==> config.mk <==
export PLATFORM = sky130hd
export DESIGN_NAME = vl_lockstep_compare
export DESIGN_NICKNAME = d
export VERILOG_FILES = /design/src/rtl/vl_systest_pkg.sv /design/src/rtl/vl_fourval_enum.sv /design/src/rtl/vl_lockstep_compare.sv
export SDC_FILE = /design/constraint.sdc
export NUM_CORES = 1
export LEC_CHECK = 0
export CAP_MARGIN = 20
export CORE_MARGIN = 3
export CORE_UTILIZATION = 30
export CTS_CLUSTER_SIZE = 28
export DETAILED_ROUTE_END_ITERATION = 6
export GPL_TIMING_DRIVEN = 0
export HOLD_SLACK_MARGIN = 0.08
export PLACE_DENSITY = 0.65
export SYNTH_ARGS = -nofsm -noshare
export SYNTH_HDL_FRONTEND = slang
export SYNTH_HIERARCHICAL = 1
export SYNTH_SLANG_ARGS = --single-unit
export TNS_END_PERCENT = 30
==> constraint.sdc <==
create_clock -name clk -period 8.1 [get_ports clk]
set_input_delay 1.62 -clock clk [delete_from_list [all_inputs] [get_ports clk]]
set_output_delay 1.62 -clock clk [all_outputs]
set_load 0.005 [all_outputs]
==> src/rtl/vl_systest_pkg.sv <==
// Shared types and helpers for the VL lockstep spec-vs-impl compare harness.
package vl_systest_pkg;

  typedef enum logic [1:0] {
    ST_IDLE  = 2'd0,
    ST_DRIVE = 2'd1,
    ST_CHECK = 2'd2,
    ST_DONE  = 2'd3
  } state_e;

  // Base-4 digit encoding of one 4-state stimulus bit.
  localparam logic [1:0] DIG_ZERO = 2'd0;
  localparam logic [1:0] DIG_ONE  = 2'd1;
  localparam logic [1:0] DIG_X    = 2'd2;
  localparam logic [1:0] DIG_Z    = 2'd3;

  // Upper bound on CHANNELS supported by popcount.
  localparam int unsigned MAX_CHANNELS = 64;

  function automatic logic digit_to_fourval(input logic [1:0] d);
    case (d)
      DIG_ZERO: return 1'b0;
      DIG_ONE:  return 1'b1;
      DIG_X:    return 1'bx;
      default:  return 1'bz;
    endcase
  endfunction

  function automatic logic [7:0] popcount(input logic [MAX_CHANNELS-1:0] v);
    logic [7:0] n;
    n = '0;
    for (int i = 0; i < int'(MAX_CHANNELS); i++) n = n + 8'(v[i]);
    return n;
  endfunction

  // LSB position of channel 'chan' in a packed bus of 'width'-bit slices.
  function automatic int unsigned slice_lsb(input int unsigned chan, input int unsigned width);
    return chan * width;
  endfunction

endpackage

==> src/rtl/vl_fourval_enum.sv <==
// Base-4 enumeration counter driving two 4-state stimulus buses.
module vl_fourval_enum
  import vl_systest_pkg::*;
#(
  parameter int unsigned IN_WIDTH = 4
) (
  input  logic                clk,
  input  logic                rst,
  input  logic                clr,
  input  logic                inc,
  output logic                last,
  output logic [IN_WIDTH-1:0] stim_in1,
  output logic [IN_WIDTH-1:0] stim_in2
);

  localparam int unsigned CW = 4 * IN_WIDTH;

  logic [CW-1:0] cnt;

  // Vector counter; clear wins over increment.
  always_ff @(posedge clk) begin
    if (rst || clr) cnt <= '0;
    else if (inc)   cnt <= cnt + CW'(1);
  end

  assign last = &cnt;

  // Low digits feed stim_in2 (stim_in2[0] fastest), high digits feed stim_in1.
  always_comb begin
    stim_in1 = '0;
    stim_in2 = '0;
    for (int i = 0; i < int'(IN_WIDTH); i++) begin
      stim_in2[i] = digit_to_fourval(cnt[2*i +: 2]);
      stim_in1[i] = digit_to_fourval(cnt[2*(i+int'(IN_WIDTH)) +: 2]);
    end
  end

endmodule

==> src/rtl/vl_lockstep_compare.sv <==
// Clocked spec-vs-impl equivalence harness over all 4-state stimulus vectors.
module vl_lockstep_compare
  import vl_systest_pkg::*;
#(
  parameter int unsigned IN_WIDTH  = 4,
  parameter int unsigned OUT_WIDTH = 4,
  parameter int unsigned CHANNELS  = 8,
  parameter int unsigned SETTLE    = 2,
  parameter int unsigned CNT_WIDTH = 16,
  localparam int unsigned CHAN_W   = (CHANNELS > 1) ? $clog2(CHANNELS) : 1
) (
  input  logic                          clk,
  input  logic                          rst,
  input  logic                          start,
  input  logic [CHANNELS-1:0]           chan_mask,
  input  logic [CHANNELS*OUT_WIDTH-1:0] spec_out,
  input  logic [CHANNELS*OUT_WIDTH-1:0] impl_out,
  output logic [IN_WIDTH-1:0]           stim_in1,
  output logic [IN_WIDTH-1:0]           stim_in2,
  output logic                          busy,
  output logic                          done,
  output logic                          pass,
  output logic [CHANNELS-1:0]           chan_fail,
  output logic [CNT_WIDTH-1:0]          fail_count,
  output logic                          first_valid,
  output logic [CHAN_W-1:0]             first_chan,
  output logic [IN_WIDTH-1:0]           first_in1,
  output logic [IN_WIDTH-1:0]           first_in2
);

  localparam int unsigned SET_W = (SETTLE > 1) ? $clog2(SETTLE) : 1;
  localparam int unsigned SUM_W = CNT_WIDTH + 8;
  localparam logic [CNT_WIDTH-1:0] CNT_MAX = '1;

  state_e               state, state_n;
  logic [SET_W-1:0]     settle, settle_n;
  logic                 clr, inc, last;
  logic [CHANNELS-1:0]  mismatch, chan_fail_n;
  logic [CHAN_W-1:0]    low_chan, first_chan_n;
  logic [SUM_W-1:0]     sum;
  logic [CNT_WIDTH-1:0] sat_count, fail_count_n;
  logic [IN_WIDTH-1:0]  first_in1_n, first_in2_n;
  logic                 first_valid_n, busy_n, done_n, pass_n;

  vl_fourval_enum #(.IN_WIDTH(IN_WIDTH)) u_enum (
    .clk      (clk),
    .rst      (rst),
    .clr      (clr),
    .inc      (inc),
    .last     (last),
    .stim_in1 (stim_in1),
    .stim_in2 (stim_in2)
  );

  // Per-channel literal (case-equality) mismatch, gated by the mask.
  always_comb begin
    mismatch = '0;
    for (int unsigned c = 0; c < CHANNELS; c++) begin
      mismatch[c] = chan_mask[c] &
        (spec_out[slice_lsb(c, OUT_WIDTH) +: OUT_WIDTH] !== impl_out[slice_lsb(c, OUT_WIDTH) +: OUT_WIDTH]);
    end
  end

  // Lowest-index mismatching channel.
  always_comb begin
    low_chan = '0;
    for (int c = int'(CHANNELS) - 1; c >= 0; c--) begin
      if (mismatch[c]) low_chan = CHAN_W'(c);
    end
  end

  // Saturating accumulate of this vector's mismatch count.
  always_comb begin
    sum       = SUM_W'(fail_count) + SUM_W'(popcount(MAX_CHANNELS'(mismatch)));
    sat_count = (sum > SUM_W'(CNT_MAX)) ? CNT_MAX : sum[CNT_WIDTH-1:0];
  end

  // Next-state and next-output logic.
  always_comb begin
    state_n       = state;
    settle_n      = settle;
    clr           = 1'b0;
    inc           = 1'b0;
    busy_n        = busy;
    done_n        = done;
    chan_fail_n   = chan_fail;
    fail_count_n  = fail_count;
    first_valid_n = first_valid;
    first_chan_n  = first_chan;
    first_in1_n   = first_in1;
    first_in2_n   = first_in2;
    case (state)
      ST_IDLE, ST_DONE: begin
        if (start) begin
          state_n       = ST_DRIVE;
          settle_n      = '0;
          clr           = 1'b1;
          busy_n        = 1'b1;
          done_n        = 1'b0;
          chan_fail_n   = '0;
          fail_count_n  = '0;
          first_valid_n = 1'b0;
          first_chan_n  = '0;
          first_in1_n   = '0;
          first_in2_n   = '0;
        end
      end
      ST_DRIVE: begin
        if (settle == SET_W'(SETTLE - 1)) begin
          state_n  = ST_CHECK;
          settle_n = '0;
        end else begin
          settle_n = settle + SET_W'(1);
        end
      end
      ST_CHECK: begin
        chan_fail_n  = chan_fail | mismatch;
        fail_count_n = sat_count;
        if (!first_valid && (mismatch != '0)) begin
          first_valid_n = 1'b1;
          first_chan_n  = low_chan;
          first_in1_n   = stim_in1;
          first_in2_n   = stim_in2;
        end
        if (last) begin
          state_n = ST_DONE;
          busy_n  = 1'b0;
          done_n  = 1'b1;
        end else begin
          state_n = ST_DRIVE;
          inc     = 1'b1;
        end
      end
      default: state_n = ST_IDLE;
    endcase
    pass_n = done_n && (fail_count_n == '0);
  end

  // State and registered outputs; reset discards any partial run.
  always_ff @(posedge clk) begin
    if (rst) begin
      state       <= ST_IDLE;
      settle      <= '0;
      busy        <= 1'b0;
      done        <= 1'b0;
      pass        <= 1'b0;
      chan_fail   <= '0;
      fail_count  <= '0;
      first_valid <= 1'b0;
      first_chan  <= '0;
      first_in1   <= '0;
      first_in2   <= '0;
    end else begin
      state       <= state_n;
      settle      <= settle_n;
      busy        <= busy_n;
      done        <= done_n;
      pass        <= pass_n;
      chan_fail   <= chan_fail_n;
      fail_count  <= fail_count_n;
      first_valid <= first_valid_n;
      first_chan  <= first_chan_n;
      first_in1   <= first_in1_n;
      first_in2   <= first_in2_n;
    end
  end

endmodule

---- Yosys cells after proc, flatten, opt, wreduce, memory -nomap -nowiden ----
Cells that the tools add are included.
word-level totals
  register bits ........................... 58
  bits in latches ......................... 0
  memories ................................ 0
  logic and storage cells ................. 135
  output and inout port bits .............. 47
  memory bits (read-only) ................. 0
  RAM bits ................................ 0
  input bits .............................. 75
operators by class
  bitwise operators ....................... 9
  muxes and demuxes ....................... 48
  magnitude comparators ................... 1
  equal/unequal tests ..................... 31
  div/mod/pow operators ................... 0
  shifts and indexed selects .............. 0
  $add $sub $neg .......................... 10
  multiply operators ...................... 0
  reduce and logical (&&, ||, !) cells .... 24
operators with widths
  cell                                                   count
  2-to-1 mux 16 bit                                      2
  case inequality test 4 bit                             8
  case mux 16 bit (2 select lines)                       1
  2-to-1 mux 3 bit                                       10
  case mux 1 bit (3 select lines)                        8
  == test 2 bit (second input constant)                  10
  == test 2 x 1 -> 1 bit (second input constant)         9
  logical NOT 2 bit                                      9
  adder 16 x 8 -> 17 bit                                 1
  > comparator 17 x 16 -> 1 bit (second input constant)  1
  adder 16 x 1 -> 16 bit (second input constant)         1
  logical NOT 16 bit                                     1
  case mux 4 bit (2 select lines)                        2
  case mux 8 bit (2 select lines)                        1
  AND reduction 16 bit                                   1
  2-to-1 mux 4 bit                                       3
  2-to-1 mux 1 bit                                       11
  adder 7 x 1 -> 8 bit                                   1
  AND 1 bit                                              8
  2-to-1 mux 8 bit                                       1
  != test 2 bit (second input constant)                  4
  bitwise OR 8 bit                                       1
  case mux 1 bit (2 select lines)                        4
  nonzero test 8 bit                                     1
  17 further kinds                                       24

---- Depth between registers and ports, before layout ----
Gate-level depths: netlist of run 1.
  word-level depth ........................ 15
  depth in mapped cells ................... 16

---- By module ----
Netlist of run 1, hierarchy kept.
modules (own cells, without submodules)
  module               area an instance (um^2)  sequential area each (um^2)  cells an instance  instances
  vl_lockstep_compare  2,668.8                  840.8                        305                1
  vl_fourval_enum      812.0                    320.3                        94                 1

---- Least setup slack after synthesis of run 1 ----
Ideal clock, no wire load.
  path kind ............................... input port to flip-flop
  start ................................... in impl_out[2]
  end ..................................... reg pass
  library setup time ...................... 92 ps
  buffers on the path ..................... 1
  data required time ...................... 8,008 ps
  stages on the path ...................... 16
  slack ................................... 1,892 ps
  arrival time ............................ 6,116 ps
  cells stage by stage .................... xor2_1 -> o41a_1 -> fa_1 -> inv_1 -> fa_1 -> inv_1 -> fa_1 -> fa_1 -> fa_1 -> a211oi_1 -> or2_0 -> buf_2 -> nor3_1 -> a2111oi_0 -> nand4_1 -> nor4_1
on the way
  longest elaborated chain between the ends .. 15
RTL lines
  what                                  line                        RTL
  start, declared                       vl_lockstep_compare.sv:17   input logic [CHANNELS*OUT_WIDTH-1:0] impl_out,
  case inequality test 4 bit (*)        vl_lockstep_compare.sv:60   (spec_out[slice_lsb(c, OUT_WIDTH) +: OUT_WIDTH] !== impl_out[slice_lsb(c, OUT_WIDTH) +: OUT_WIDTH]);
  AND 1 bit (*)                         vl_lockstep_compare.sv:59   mismatch[c] = chan_mask[c] &
  adder 1 x 1 -> 2 bit (*)              vl_systest_pkg.sv:32        for (int i = 0; i < int'(MAX_CHANNELS); i++) n = n + 8'(v[i]);
  adder 2 x 1 -> 3 bit (*)              vl_systest_pkg.sv:32
  adder 3 x 1 -> 4 bit (*)              vl_systest_pkg.sv:32
  adder 4 x 1 -> 5 bit (*)              vl_systest_pkg.sv:32
  adder 5 x 1 -> 6 bit (*)              vl_systest_pkg.sv:32
  adder 6 x 1 -> 7 bit (*)              vl_systest_pkg.sv:32
  adder 7 x 1 -> 8 bit (*)              vl_systest_pkg.sv:32
  adder 16 x 8 -> 17 bit (*)            vl_lockstep_compare.sv:74   sum = SUM_W'(fail_count) + SUM_W'(popcount(MAX_CHANNELS'(mismatch)));
  > comparator 17 x 16 -> 1 bit         vl_lockstep_compare.sv:75   sat_count = (sum > SUM_W'(CNT_MAX)) ? CNT_MAX : sum[CNT_WIDTH-1:0];
  2-to-1 mux 16 bit (*)                 vl_lockstep_compare.sv:75
  case mux 16 bit (2 select lines) (*)  vl_lockstep_compare.sv:92   case (state)
  logical NOT 16 bit (*)                vl_lockstep_compare.sv:136  pass_n = done_n && (fail_count_n == '0);
  logical AND 1 bit (*)                 vl_lockstep_compare.sv:136
  end signal, assigned                  vl_lockstep_compare.sv:158  pass <= pass_n;
  end, declared                         vl_lockstep_compare.sv:22   output logic pass,
Mark *: on every way between the ends. The rest lies on a longest branch, timed or not.
A chain may end at the register's enable or synchronous reset.

---- Worst setup path after layout of run 1 ----
Ends and elaborated chain as after synthesis.

==> results.toml, run 1 <==
[status]
outcome = "complete, no violations"

[cts]
cts_resized = 0
h-tree-depth = 3
numCtsBuffers = 9
cts.sink_count = 58
clkTransAtPathRegs_ps = 50
clk_latency_ps = 320
cts_tree = "done"
hold_buffers = 0
clockBufferDepth = 2
post_cts_buffers = 0
cts-root-buf = "clkbuf_16"

[logic_synthesis]
synth_edf_count = 0
yosysTopAreaCell = "dfxtp_1"
synth_common_cells = "dfxtp_1, nor2_1, xor2_1, a21oi_1, nand2_1"
synth.most_common_cell = "dfxtp_1"
ys_ff_latch = 58
synthCells = 399
syn-num-nets = 490
syn_area_per_cell_um2 = 8.72
async_flop_share = 0
synth.yosys.seq_area_share = 0.334
ys.flop_type = "dfxtp_1"
synth_top_area_share = 0.334
synth_warnings = 6
synthTopCellsByArea = "dfxtp_1, xor2_1, nor2_1"
ys_types = 63
syn_area_um2 = 3480

[detailed_routing]
viasPerCell = 5.21
wirelength_mm = 10.2
via_count = 3519
wire_per_inst_um = 15.1
drt_iter0_drc = 190
antenna_left = 0
drt_pass1_iterations = 4
remaining_drc_errors = 0

[placed_design]
dp_hpwl_mm = 8.14
dp.cells = 660
gp_congestion = 0.831
portBuffers = 121

[setup_path]
cp_top_family = "adder cells"
crit_fanout = 6
path_buf_inv = 4
worstReg2RegStart = "fail_count[0]"
path_class = "input pin to flop"
end_kind = "flop"
cp_common_cell = "fa_1"
critical_path_arrival_ps = 7200
rr_worst_depth = 14
reg2reg_to = "pass"
cp_slowest_cell = "o41a_1"
critical_path.max_stage_delay_ps = 550
worstPathCellList = "clkdlybuf4s50_1 > xor2_1 > o41a_1 > fa_1 > inv_1 > fa_1 > inv_1 > fa_1 > fa_1 > fa_1 > a211oi_1 > or2_0 > buf_2 > nor3_1 > a2111oi_0 > nand4_1 > nor4_1"
start_kind = "input pin"
ff2ff_setup_slack_ps = 3190
required_ps = 8330

[timing]
maxSlewHeadroom = 0.515
fin_tns_setup_ps = 0
drv_slew = 0
setup_violations = 0
worstMarginPinSlew_ps = 726
worst_hold_slack_ps = 464
period_needed_ps = 6970
max_freq_ghz = 0.143
final_hold_viol_count = 0
fin_crit_sh = 0.860
skew_ps = 6.59
rsz0062_at_grt = "no"

[floorplan]
die_area_um2 = 12900
ios = 122
die_x_um = 114
start_util = 0.314
coreArea_um2 = 11100
row_count = 38
dieHeight_um = 114

[layout]
areaGrowthSynthToFinish_pct = 48.0
regArea_um2 = 1160
fillers = 1050
multiInputGateArea_um2 = 2180
stdcell_count = 675
drive_gt1_frac = 0.0673
diodes = 0
finalNetCount = 622

[global_routing]
track_usage = 0.158
grt_remaining_overflow = 0
first_global_vias = 3497
grt_pass1_wl_mm = 16.7
grt_max_degree = 11
antenna_found_initial = 0

[min_path]
min_to = "chan_fail[4]"
hp-class = "flop to flop"
hold_depth = 2
hold_start = "chan_fail[4]"

[power]
power.density_nw_per_um2 = 159
leakage_nw = 1.99
peakVddDrop_uv = 105

[flow_run]
maxCapViolations = 0
layout by cell type, fill, tap and decap left out, types with 3 or more instances in the layout:
cell	instances
or3_1	3
a21o_1	3
nor3_1	9
fa_1	5
clkbuf_1	8
xor2_1	40
nand2_1	17
and3_1	7
a211oi_1	7
o21ai_0	6
a22o_1	9
nor2b_1	12
o31ai_1	3
nor2_1	50
clkbuf_16	9
buf_2	8
o22ai_1	3
o41a_1	6
a221oi_1	4
ha_1	11
clkdlybuf4s50_1	121
a21oi_1	22
o21bai_1	5
o21a_1	3
dfxtp_1	58
xnor2_1	4
clkinv_2	4
nand2b_1	6
nand3_1	13
and2_1	3
a31oi_1	4
inv_1	14
nand4_1	15
sequential cells by signal (all words and copies together), names as in the netlist, 2 cells and up:
signal	cells
fail_count	16
chan_fail	8
state	2
u_enum/cnt	16
first_in2	4
first_chan	3
first_in1	4
stage by stage:
stage / setup slack (ps) / instance area [µm²] / util / power (mW)
2_1_floorplan: 1890 / 3480 / - / 0.387
3_3_place_gp: 932 / 4870 / 0.439 / 0.457
3_5_place_dp: 879 / 4870 / 0.439 / 0.461
4_1_cts: 1130 / 5150 / 0.465 / 0.826
5_1_grt: 889 / 5150 / 0.465 / 0.859
6_report: 1130 / 5150 / 0.465 / 0.818
kinds of logic (layout without fill, tap and decap cells):
kind of cell / count (synthesis) / after routing / share of synthesized area
and+or+nand+nor: 151 / 151 / 0.233
muxes: 2 / 2 / 0.00647
AOI/OAI and AO/OA: 96 / 96 / 0.207
DFF: 58 / 58 / 0.334
adders and majority gates: 16 / 16 / 0.0683
xor gates and xnor gates: 44 / 44 / 0.111
buffers and inverters: 32 / 168 / 0.0406
metal layers:
metal	track usage	vias up	routed length, µm
met1	0.191	1659	4290
met5	0	-	0
li1	-	1727	-
met3	0.0419	11	800
met4	0.0529	0	133
met2	0.271	122	4960
power breakdown:
part           internal [mW]  switching, mW  total (mW)
Combinational         0.0795         0.0809       0.160
Sequential             0.291        0.00402       0.295
Clock                  0.234          0.128       0.362
Total                  0.605          0.213       0.818
tightest hold or removal path: stages (launching register included):
cell,delay [ps]
dfxtp_1,320
nor2_1,50
nor2_1,60
final cells by class:
cell class / instances / share of cell area
sequential: 58 / 0.225
timing repair buffer: 121 / 0.235
clock inverter: 6 / 0.0114
multi-input combinational: 309 / 0.423
tap: 140 / 0.0340
inverter: 14 / 0.0102
clock buffer: 9 / 0.0437
buffer: 18 / 0.0172
worst max-delay path by stage:
stage,startpoint,end,slack (ps),depth (start not counted)
after global placement,impl_out[2],pass,930,17
after detailed placement,impl_out[2],pass,880,17
final,impl_out[2],pass,1130,17
after global routing,impl_out[2],pass,890,17
after floorplan,impl_out[2],pass,1890,16
after CTS,impl_out[2],pass,1130,17
Note: power is estimated with default switching activity, not from simulation.
==> run 2: changes to the inputs <==
--- a/config.mk
+++ b/config.mk
@@ -10,7 +10,6 @@
 export CORE_UTILIZATION = 30
 export CTS_CLUSTER_SIZE = 28
 export DETAILED_ROUTE_END_ITERATION = 6
-export GPL_TIMING_DRIVEN = 0
 export HOLD_SLACK_MARGIN = 0.08
 export PLACE_DENSITY = 0.65
 export SYNTH_ARGS = -nofsm -noshare
==> results.toml, run 2 (synthesis gave the netlist of run 1 again) <==
[power]
leakage_nw = 1.93
power.density_nw_per_um2 = 158
peakVddDrop_uv = 98.0
power.total_mw = 0.800

[global_routing]
first_global_vias = 3381
track_usage = 0.157
grt_max_degree = 28
grt_pass1_wl_mm = 16.6
antenna_found_initial = 0
grt_remaining_overflow = 0

[setup_path]
required_ps = 8320
start_kind = "input pin"
crit_fanout = 6
end_kind = "flop"
critical_path_arrival_ps = 7090
path_class = "input pin to flop"

[floorplan]
coreArea_um2 = 11100
dieHeight_um = 114
die_area_um2 = 12900
die_x_um = 114
start_util = 0.314
row_count = 38
ios = 122

[layout]
finalNetCount = 605
multiInputGateArea_um2 = 2180
regArea_um2 = 1160
final_cell_mix = "clkdlybuf4s50_1, dfxtp_1, nor2_1"
final_common_cell = "clkdlybuf4s50_1"
design_area_um2 = 5070
fillers = 1051
largestRegisters = "fail_count: 16 flops, u_enum/cnt: 16 flops, chan_fail: 8 flops"
drive_gt1_frac = 0.0539
final_util = 0.457
areaGrowthSynthToFinish_pct = 45.6
diodes = 0

[detailed_routing]
via_count = 3432
viasPerCell = 5.21
wire_per_inst_um = 15.4
antenna_left = 0
drt_iter0_drc = 289
remaining_drc_errors = 0
drt_pass1_iterations = 4
wirelength_mm = 10.2

[timing]
skew_ps = 4.84
setup_violations = 0
maxSlewHeadroom = 0.339
fin_tns_setup_ps = 0
rsz0062_at_grt = "no"
drv_slew = 0
max_freq_ghz = 0.146
setup_ws_ps = 1230
period_needed_ps = 6870
fin_crit_sh = 0.848
final_hold_viol_count = 0
worstMarginPinSlew_ps = 989

[placed_design]
gp_congestion = 0.928
portBuffers = 121
pre_cts_ws_ps = 990
dp_hpwl_mm = 7.93
dpl-instance-area_um2 = 4790

[cts]
post_cts_buffers = 0
cts_tree = "done"
clkTransAtPathRegs_ps = 50
hold_buffers = 0
h-tree-depth = 3
numCtsBuffers = 9
cts.sink_count = 58
clockBufferDepth = 2
cts_resized = 0
clk_latency_ps = 320
cts-root-buf = "clkbuf_16"

[status]
outcome = "complete, no violations"

[min_path]
hp-class = "flop to flop"

[flow_run]
maxCapViolations = 0
[run 2: cell count changes in the layout (fill, tap and decap cells not counted), sizes merged]
cell | previous run | this run
buf | 10 | 1
bufinv | 1 | 0
clkbuf | 17 | 10
clkinv | 5 | 4
clkinvlp | 0 | 2
[run 2: critical path, stage by stage]
cell and delay, ps:
clkdlybuf4s50_1 410, xor2_1 160, o41a_1 540, fa_1 540, inv_1 50, fa_1 530, inv_1 60, fa_1 500
fa_1 470, fa_1 440, a211oi_1 400, or2_0 410, nor3_1 190, a221oi_1 350, nand4_1 150, nor4_1 280
[run 2: final cells by class]
type	count	share of cell area
multi-input cells	309	0.430
repair buffers	122	0.240
flip-flops and latches	58	0.229
clock buffers	10	0.0472
well taps	140	0.0346
inverters	14	0.0104
clock inverters	6	0.00840
[run 2: final timing paths]
check / from / endpoint / slack, ps / cells past startpoint
worst max-delay path: impl_out[2] / pass / 1230 / 16
worst min-delay path: chan_fail[3] / chan_fail[3] / 460 / 2
worst max register to register: fail_count[0] / pass / 3280 / 13
worst min register to register: chan_fail[3] / chan_fail[3] / 460 / 2
[run 2: routing by layer]
metal | GRT usage | wire (µm) | vias to the layer above
met5 | 0 | 0 | -
met1 | 0.194 | 4200 | 1611
met2 | 0.271 | 5090 | 130
li1 | - | - | 1681
met3 | 0.0350 | 777 | 10
met4 | 0.0545 | 102 | 0
[run 2: stage by stage]
step | hold WS [ps] | instances
2_1_floorplan | 460 | 399
3_3_place_gp | 447 | 643
3_5_place_dp | 459 | 643
4_1_cts | 473 | 659
5_1_grt | 492 | 659
6_report | 464 | 659
[run 2: report_power, final]
| group | switching [mW] | leakage [nW] | internal [mW] |
|---|---|---|---|
| Clock | 0.135 | 0.134 | 0.215 |
| Sequential | 0.00394 | 0.469 | 0.291 |
| Combinational | 0.0780 | 1.32 | 0.0773 |
| Total | 0.216 | 1.93 | 0.583 |
==> run 3: changes to the inputs <==
==> constraint.sdc (replaced) <==
create_clock -name clk -period 6.74 [get_ports clk]
set_input_delay 1.348 -clock clk [delete_from_list [all_inputs] [get_ports clk]]
set_output_delay 1.348 -clock clk [all_outputs]
set_load 0.005 [all_outputs]
==> results.toml, run 3 (synthesis gave the netlist of run 1 again) <==
[status]
outcome = "complete, no violations"

[global_routing]
antenna_found_initial = 0
grt_pass1_wl_mm = 16.5
grt_remaining_overflow = 0
grt_max_degree = 28
grtUsageMet1 = 0.187
top_usage_layer = "met2"
grt_use_met3 = 0.0398
track_usage = 0.158
use_met2 = 0.268
first_global_vias = 3447

[detailed_routing]
remaining_drc_errors = 0
wirelength_mm = 10.3
antenna_left = 0
via_count = 3477
viasPerCell = 5.25
wire_per_inst_um = 15.5
drt_iter0_drc = 197
drt_pass1_iterations = 4

[setup_path]
critical_path.max_stage_delay_ps = 530
worstPathCellList = "clkdlybuf4s50_1 > xor2_1 > o41a_1 > fa_1 > inv_1 > fa_1 > inv_1 > fa_1 > fa_1 > fa_1 > a211oi_1 > or2_0 > nor3_1 > a221oi_1 > nand4_1 > nor4_1"
path_class = "input pin to flop"
cp_common_cell = "fa_1"
reg2reg_to = "pass"
cp_slowest_cell = "fa_1"
crit_fanout = 6
path_depth = 16
path_buf_inv = 3
worstReg2RegStart = "fail_count[0]"
end_kind = "flop"
endpoint = "pass"
rr_worst_depth = 13
critical_path_arrival_ps = 6540
cp_top_family = "adder cells"
ff2ff_setup_slack_ps = 2110
cp-startpoint = "impl_out[2]"
required_ps = 6980
start_kind = "input pin"

[cts]
h-tree-depth = 3
post_cts_buffers = 0
clkTransAtPathRegs_ps = 50
cts_resized = 0
hold_buffers = 0
numCtsBuffers = 9
cts.sink_count = 58
cts_tree = "done"
cts-root-buf = "clkbuf_16"
clockBufferDepth = 2
clk_latency_ps = 330

[timing]
rsz0062_at_grt = "no"
period_needed_ps = 6310
fin_crit_sh = 0.936
setup_ws_ps = 434
max_freq_ghz = 0.159
final_hold_viol_count = 0
skew_ps = 6.99
worstMarginPinSlew_ps = 984
fin_tns_setup_ps = 0
drv_slew = 0
maxSlewHeadroom = 0.343
setup_violations = 0

[layout]
final_common_cell = "clkdlybuf4s50_1"
design_area_um2 = 5100
areaGrowthSynthToFinish_pct = 46.6
final_cell_mix = "clkdlybuf4s50_1, dfxtp_1, nor2_1"
finalNetCount = 609
drive_gt1_frac = 0.0556
largestRegisters = "fail_count: 16 flops, u_enum/cnt: 16 flops, chan_fail: 8 flops"
diodes = 0

[floorplan]
ios = 122
row_count = 38
die_area_um2 = 12900
start_util = 0.314
coreArea_um2 = 11100
die_x_um = 114
dieHeight_um = 114

[placed_design]
portBuffers = 121
gp_congestion = 0.861
pre_cts_ws_ps = 173
dp_hpwl_mm = 7.95
dpl-instance-area_um2 = 4820

[flow_run]
maxCapViolations = 0

[power]
leakage_nw = 1.95
power.density_nw_per_um2 = 193
peakVddDrop_uv = 102
power.total_mw = 0.987

[min_path]
hp-class = "flop to flop"
==> run 3: changes by cell type in the layout (fill, tap and decap cells not counted) <==
cell        previous run  this run
bufinv_16              0         1
clkbuf_1               0         2
clkinv_4               2         0
buf_4                  1         5
clkinvlp_4             2         0
==> run 3: stage by stage <==
step / hold slack, ps / util / cells
final: 470 / 0.461 / 662
after global routing: 485 / 0.461 / 662
after CTS: 472 / 0.461 / 662
after detailed placement: 459 / 0.435 / 647
after global placement: 447 / 0.435 / 647
after floorplan: 460 / - / 399
==> run 3: cell type report <==
cell class	count	area (µm²)
Fill cell	1089	5980
Multi-Input combinational cell	309	2180
Timing Repair Buffer	126	1250
Sequential cell	58	1160
Clock buffer	12	246
Tap cell	140	175
Inverter	14	52.6
Clock inverter	3	40.0
==> run 3: worst min-delay path, delay by kind of cell, from the launching register on <==
family	cells	cell delay [ps]
and+or+nand+nor	1	70
AOI/OAI and AO/OA	1	40
DFF	1	320
==> run 3: report_power, final <==
part	switching, mW	internal [mW]	leakage, nW
Sequential	0.00487	0.350	0.469
Combinational	0.0948	0.0946	1.34
Clock	0.150	0.292	0.142
==> run 3: per-layer routing <==
layer | up-vias | share of wire
met5 | - | 0
met4 | 0 | 0.024
met3 | 19 | 0.081
met2 | 127 | 0.49
met1 | 1633 | 0.41
li1 | 1698 | -
==> run 3: how the worst min path moves through the flow <==
stage | slack, ps | depth (start not counted) | end | startpoint
after floorplan | 460 | 2 | chan_fail[0] | chan_fail[0]
after global placement | 450 | 2 | chan_fail[3] | chan_fail[3]
after detailed placement | 460 | 2 | chan_fail[5] | chan_fail[5]
after CTS | 470 | 2 | chan_fail[5] | chan_fail[5]
after global routing | 490 | 1 | first_chan[0] | first_chan[0]
final | 470 | 2 | chan_fail[5] | chan_fail[5]
